--- src/rtl/mystic_uart_pkg.sv ---
// Shared types and constants for the mystic UART transmitter.
package mystic_uart_pkg;

  localparam int   DATA_BITS  = 8;
  localparam int   BIT_IDX_W  = $clog2(DATA_BITS);
  localparam logic IDLE_LEVEL = 1'b1;

  typedef enum logic [2:0] {
    IDLE,
    START,
    DATA,
    PARITY,
    STOP
  } state_t;

  function automatic logic even_parity(input logic [DATA_BITS-1:0] data);
    return ^data;
  endfunction

endpackage

--- src/rtl/mystic_uart_baud_cnt.sv ---
// Loadable bit-period counter: strobes o_bit_end on the last of every D cycles.
import mystic_uart_pkg::*;

module mystic_uart_baud_cnt #(
  parameter int DIV_W = 16
) (
  input  logic             clk_i,
  input  logic             rstn_i,
  input  logic             i_load,
  input  logic             i_en,
  input  logic [DIV_W-1:0] i_div,
  output logic             o_bit_end
);

  localparam logic [DIV_W-1:0] ONE = {{(DIV_W-1){1'b0}}, 1'b1};

  logic [DIV_W-1:0] r_cnt;
  logic [DIV_W-1:0] r_last;
  logic [DIV_W-1:0] w_last_load;

  // Store D-1 rather than D so the counter never needs to reach 2^DIV_W-1+1.
  assign w_last_load = (i_div == '0) ? '0 : (i_div - ONE);
  assign o_bit_end   = i_en && (r_cnt == r_last);

  always_ff @(posedge clk_i or negedge rstn_i) begin
    if (!rstn_i) begin
      r_cnt  <= '0;
      r_last <= '0;
    end else if (i_load) begin
      r_cnt  <= '0;
      r_last <= w_last_load;
    end else if (i_en) begin
      r_cnt  <= o_bit_end ? '0 : (r_cnt + ONE);
    end
  end

endmodule

--- src/rtl/mystic_uart_tx.sv ---
// 8N1 UART transmitter with runtime baud divisor; define UART_TX_PARITY_EN
// to insert an even-parity bit between the data bits and the stop bit.
import mystic_uart_pkg::*;

module mystic_uart_tx #(
  parameter int DIV_W = 16
) (
  input  logic             clk_i,
  input  logic             rstn_i,
  input  logic [7:0]       din_i,
  input  logic [DIV_W-1:0] baud_div,
  input  logic             tx_start_i,
  output logic             tx_o,
  output logic             tx_done_tick_o
);

  localparam logic [BIT_IDX_W-1:0] LAST_IDX = BIT_IDX_W'(DATA_BITS - 1);
  localparam logic [BIT_IDX_W-1:0] IDX_ONE  = BIT_IDX_W'(1);

  state_t                 r_state, w_state_next;
  logic [DATA_BITS-1:0]   r_shift, w_shift_next;
  logic [BIT_IDX_W-1:0]   r_bit_idx, w_bit_idx_next;
  logic                   r_done, w_done_next;
  logic                   w_load;
  logic                   w_bit_end;
  logic                   w_tx;
`ifdef UART_TX_PARITY_EN
  logic                   r_parity, w_parity_next;
`endif

  mystic_uart_baud_cnt #(
    .DIV_W (DIV_W)
  ) u_baud_cnt (
    .clk_i     (clk_i),
    .rstn_i    (rstn_i),
    .i_load    (w_load),
    .i_en      (r_state != IDLE),
    .i_div     (baud_div),
    .o_bit_end (w_bit_end)
  );

  always_ff @(posedge clk_i or negedge rstn_i) begin
    if (!rstn_i) begin
      r_state   <= IDLE;
      r_shift   <= '0;
      r_bit_idx <= '0;
      r_done    <= 1'b0;
`ifdef UART_TX_PARITY_EN
      r_parity  <= 1'b0;
`endif
    end else begin
      r_state   <= w_state_next;
      r_shift   <= w_shift_next;
      r_bit_idx <= w_bit_idx_next;
      r_done    <= w_done_next;
`ifdef UART_TX_PARITY_EN
      r_parity  <= w_parity_next;
`endif
    end
  end

  always_comb begin
    w_state_next   = r_state;
    w_shift_next   = r_shift;
    w_bit_idx_next = r_bit_idx;
    w_done_next    = 1'b0;
    w_load         = 1'b0;
    w_tx           = IDLE_LEVEL;
`ifdef UART_TX_PARITY_EN
    w_parity_next  = r_parity;
`endif
    case (r_state)
      IDLE: begin
        if (tx_start_i) begin
          w_load       = 1'b1;
          w_shift_next = din_i;
          w_state_next = START;
`ifdef UART_TX_PARITY_EN
          w_parity_next = even_parity(din_i);
`endif
        end
      end
      START: begin
        w_tx = 1'b0;
        if (w_bit_end) begin
          w_state_next   = DATA;
          w_bit_idx_next = '0;
        end
      end
      DATA: begin
        w_tx = r_shift[0];
        if (w_bit_end) begin
          w_shift_next   = r_shift >> 1;
          w_bit_idx_next = r_bit_idx + IDX_ONE;
          if (r_bit_idx == LAST_IDX) begin
`ifdef UART_TX_PARITY_EN
            w_state_next = PARITY;
`else
            w_state_next = STOP;
`endif
          end
        end
      end
`ifdef UART_TX_PARITY_EN
      PARITY: begin
        w_tx = r_parity;
        if (w_bit_end) begin
          w_state_next = STOP;
        end
      end
`endif
      STOP: begin
        // Done is registered, so it lands in the first IDLE cycle where a new start is accepted.
        if (w_bit_end) begin
          w_state_next = IDLE;
          w_done_next  = 1'b1;
        end
      end
      default: begin
        w_state_next = IDLE;
      end
    endcase
  end

  assign tx_o           = w_tx;
  assign tx_done_tick_o = r_done;

endmodule

--- config.mk ---
export PLATFORM = sky130hd
export DESIGN_NAME = mystic_uart_tx
export DESIGN_NICKNAME = d
export VERILOG_FILES = /design/src/rtl/mystic_uart_pkg.sv /design/src/rtl/mystic_uart_baud_cnt.sv /design/src/rtl/mystic_uart_tx.sv
export SDC_FILE = /design/constraint.sdc
export NUM_CORES = 1
export LEC_CHECK = 0
export BUFFER_PORTS_ARGS = -buffer_cell sky130_fd_sc_hd__buf_2
export CAP_MARGIN = 20
export CORE_ASPECT_RATIO = 1.5
export CORE_MARGIN = 2
export CORE_UTILIZATION = 25
export CTS_CLUSTER_SIZE = 20
export DETAILED_ROUTE_END_ITERATION = 6
export PLACE_DENSITY = 0.51
export REMOVE_ABC_BUFFERS = 1
export SLEW_MARGIN = 15
export SYNTH_ARGS = -nofsm -noshare
export SYNTH_HDL_FRONTEND = slang
export SYNTH_SLANG_ARGS = --single-unit
--- constraint.sdc ---
create_clock -name clk_i -period 1.93 [get_ports clk_i]
set_input_delay 0.386 -clock clk_i [delete_from_list [all_inputs] [get_ports clk_i]]
set_output_delay 0.386 -clock clk_i [all_outputs]
set_load 0.005 [all_outputs]
==> run_results.csv <==
group,metric,value,unit
status,status,"completed",
global_route,grt_pass1_vias,2349,
critical_path,crit_fanout,5,
detailed_routing,first_pass_iters,4,
detailed_routing,wl_per_cell,13.4,µm
placement,dp_hpwl,4990,µm
sta,period_minus_slack,1850,ps
sta,skew,8.48,ps
detailed_routing,drc,0,
die,die_x,89.1,µm
job,drv_cap,0,
yosys,yosysSeqAreaShare,43.3,%
detailed_routing,ant_nets,0,
global_route,grt.total_usage,12.1,%
die,die_area,0.0117,mm²
power_and_ir_drop,p_per_area,999,mW/mm²
sta,hold_viol_final,0,
clock_tree,cts_made_buffers,5,
global_route,overflow,0,
placement,io_buffers,28,
critical_path,crit_arrival,2040,ps
yosys,avgSynthCellArea,8.90,µm²
global_route,grt_max_degree,48,
critical_path,cp_slowest_cell,"dfrtp_1",
yosys,synth_cell_types,47,
critical_path,cp_cell_sequence,"xor2_2 > nor4_2 > nand4_1 > buf_6 > or3_4 > o311ai_2",
sta,final_max_slew_viol_count,0,
critical_path,reg2reg_slack,80,ps
critical_path,cp-end-kind,"flop",
final_layout,syn2layout_area_growth,35.1,%
die,die_h,132,µm
critical_path,r2r_cells,6,
final_layout,fillers,1140,
sta,fin_crit_sh,96.0,%
yosys,ys_seq_elements,47,
detailed_routing,routed_wl,6870,µm
critical_path,crit_path_max_incr_delay,410,ps
final_layout,final_cell_area,0.00367,mm²
die,start_util,25.6,%
detailed_routing,drtIter0Drc,197,
critical_path,crit_path_start_kind,"flop",
final_layout,layout.nets,398,
sta,slew_headroom,75.3,%
critical_path,critPathRequiredTime,2120,ps
clock_tree,insertion_delay,290,ps
critical_path,r2r_end,"r_bit_idx[0]",
power_and_ir_drop,irDropWorstVdd,0.000371,V
sta,hold_ws,58.9,ps
sta,grt_setup_unrepaired,"yes",
clock_tree,clock-sinks,47,
sta,worstMarginPinSlew,367,ps
sta,finalSetupViolCount,0,
power_and_ir_drop,finalPower,3.66,mW
final_layout,antenna_cells,0,
final_layout,drive_above_1_share,29.2,%
global_route,antenna_found_initial,0,
sta,setup-tns-final,0,ps
clock_tree,root_buffer,"clkbuf_16",
placement,placed_area,0.00331,mm²
sta,max_clock_freq,540,MHz
die,ioPinCount,29,
clock_tree,clk_pin_slew,70,ps
detailed_routing,via_per_inst,4.73,
critical_path,crit_type,"reg -> reg",
die,core,0.0106,mm²
yosys,yosysWarningCount,0,
yosys,synthCells,305,
global_route,grt_pass1_wl,11300,µm
die,num_rows,46,
critical_path,r2r_start,"u_baud_cnt.r_last[2]",
clock_tree,htree_num_levels,2,
clock_tree,cts.path.max_buffers,2,
placement,place_congestion,0.734,
clock_tree,cts_tree,"yes",
worst_hold_path,hp-class,"in -> async",
power_and_ir_drop,leakagePower,1.60,nW
detailed_routing,num_vias,2416,
yosys,syn_area,0.00271,mm²
[through the flow]
step	util (%)	setup slack (ps)	cells
2_1_floorplan	-	-649	285
3_3_place_gp	31.3	-199	500
3_5_place_dp	31.3	-218	500
4_1_cts	33.3	19.7	509
5_1_grt	34.6	-69.3	511
6_report	34.6	78.0	511
[routing by layer]
metal | wire (µm) | part of all wire, % | global-route usage [%] | up-vias
met5 | 0 | 0 | 0 | -
met4 | 111 | 1.6 | 4.23 | 0
met3 | 169 | 2.5 | 1.57 | 6
met2 | 3680 | 54 | 20.8 | 36
met1 | 2910 | 42 | 15.2 | 1163
li1 | - | - | - | 1211
[cells in the mapped netlist, drive strengths merged]
library cell | instances | share of area [%]
a21oi | 2 | 0.37
a31o | 1 | 0.32
a31oi | 12 | 2.8
a32o | 1 | 0.37
and2 | 3 | 0.69
and3 | 4 | 0.92
and4 | 1 | 0.32
buf | 3 | 0.60
clkbuf | 17 | 2.4
dfrtp | 47 | 43
ha | 5 | 2.3
inv | 11 | 1.5
mux2 | 1 | 0.41
mux2i | 1 | 0.37
nand2 | 51 | 7.1
nand2b | 4 | 0.92
nand3 | 14 | 2.6
nand3b | 1 | 0.28
nand4 | 11 | 2.5
nand4b | 2 | 0.65
nor2 | 12 | 1.7
nor2b | 1 | 0.23
nor3 | 5 | 1.1
nor3b | 2 | 0.55
nor4 | 11 | 3.1
nor4b | 1 | 0.32
o211ai | 1 | 0.28
o21ai | 22 | 4.6
o21bai | 1 | 0.28
o22ai | 5 | 1.2
o311ai | 7 | 2.3
o31ai | 5 | 1.4
or2 | 1 | 0.23
or3 | 6 | 1.4
or4 | 4 | 1.4
xnor2 | 7 | 2.3
xor2 | 22 | 7.1
[cells in the final DEF, fill, tap and decap left out, types with 5 or more instances in the layout]
| master | synthesis | routed |
|---|---|---|
| nand4_1 | 11 | 11 |
| o311ai_1 | 2 | 5 |
| nand2_1 | 51 | 50 |
| nor2_1 | 12 | 12 |
| clkbuf_16 | 0 | 6 |
| dfrtp_1 | 47 | 46 |
| o21ai_1 | 14 | 15 |
| o22ai_1 | 5 | 5 |
| buf_2 | 1 | 28 |
| a31oi_2 | 0 | 5 |
| buf_4 | 1 | 39 |
| xnor2_1 | 7 | 7 |
| xor2_1 | 22 | 21 |
| inv_1 | 11 | 11 |
| nand3_1 | 14 | 14 |
| ha_1 | 5 | 5 |
| nor4_1 | 10 | 8 |
| o21ai_0 | 6 | 5 |
[worst max path at each step]
stage	cells after the start	end	from	slack (ps)
final	6	r_bit_idx[0]	u_baud_cnt.r_last[2]	80
after global routing	7	r_bit_idx[1]	u_baud_cnt.r_cnt[8]	-70
after CTS	6	r_bit_idx[0]	u_baud_cnt.r_cnt[15]	20
after detailed placement	6	u_baud_cnt.r_last[13]	baud_div[8]	-220
after global placement	6	u_baud_cnt.r_last[5]	baud_div[8]	-200
after floorplan	5	r_shift[6]	u_baud_cnt.r_cnt[6]	-650
[what timing repair did]
action,CTS,global route
pin swaps,5,5
hold buffers,0,0
setup buffers,1,1
gates cloned,0,1
resized for setup,5,21
setup endpoints to repair,9,18
[where the power goes]
part	internal (mW)	total, mW	switching (mW)
Clock	0.645	1.02	0.375
Sequential	1.30	1.51	0.214
Combinational	0.560	1.13	0.568
[worst max-delay path, delay by kind of cell, from the launching register on]
kind | cells | cell delay [ps]
compound gates | 1 | 220
xor+xnor | 1 | 200
simple gates | 3 | 770
flops | 1 | 410
buf+inv | 1 | 160
[cells by family (layout without fill, tap and decap cells)]
kind of cell	after synthesis	count (layout)	synth area share, %
adder cells (fa/ha/maj)	5	5	2.31
AO/OA/AOI/OAI	57	57	13.8
XOR/XNOR	29	29	9.36
multiplexers	2	2	0.784
buffers and inverters	31	93	4.47
flip-flops	47	47	43.3
AND/OR/NAND/NOR	134	134	26.0
[cell type report]
type	count	area [µm²]	area share, %
clock buffer	6	139	3.79
multi-input combinational	227	1540	41.9
tap	144	180	4.91
inverter	11	41.3	1.13
timing repair buffer	74	556	15.2
sequential	47	1180	32.1
clock inverter	2	35.0	0.956
[registers in the layout (all words and copies together), names as in the netlist]
signal             count
u_baud_cnt.r_cnt      16
u_baud_cnt.r_last     16
r_shift                8
r_bit_idx              3
r_state                3
tx_done_tick_o         1
Note: power is estimated with default switching activity, not from simulation.
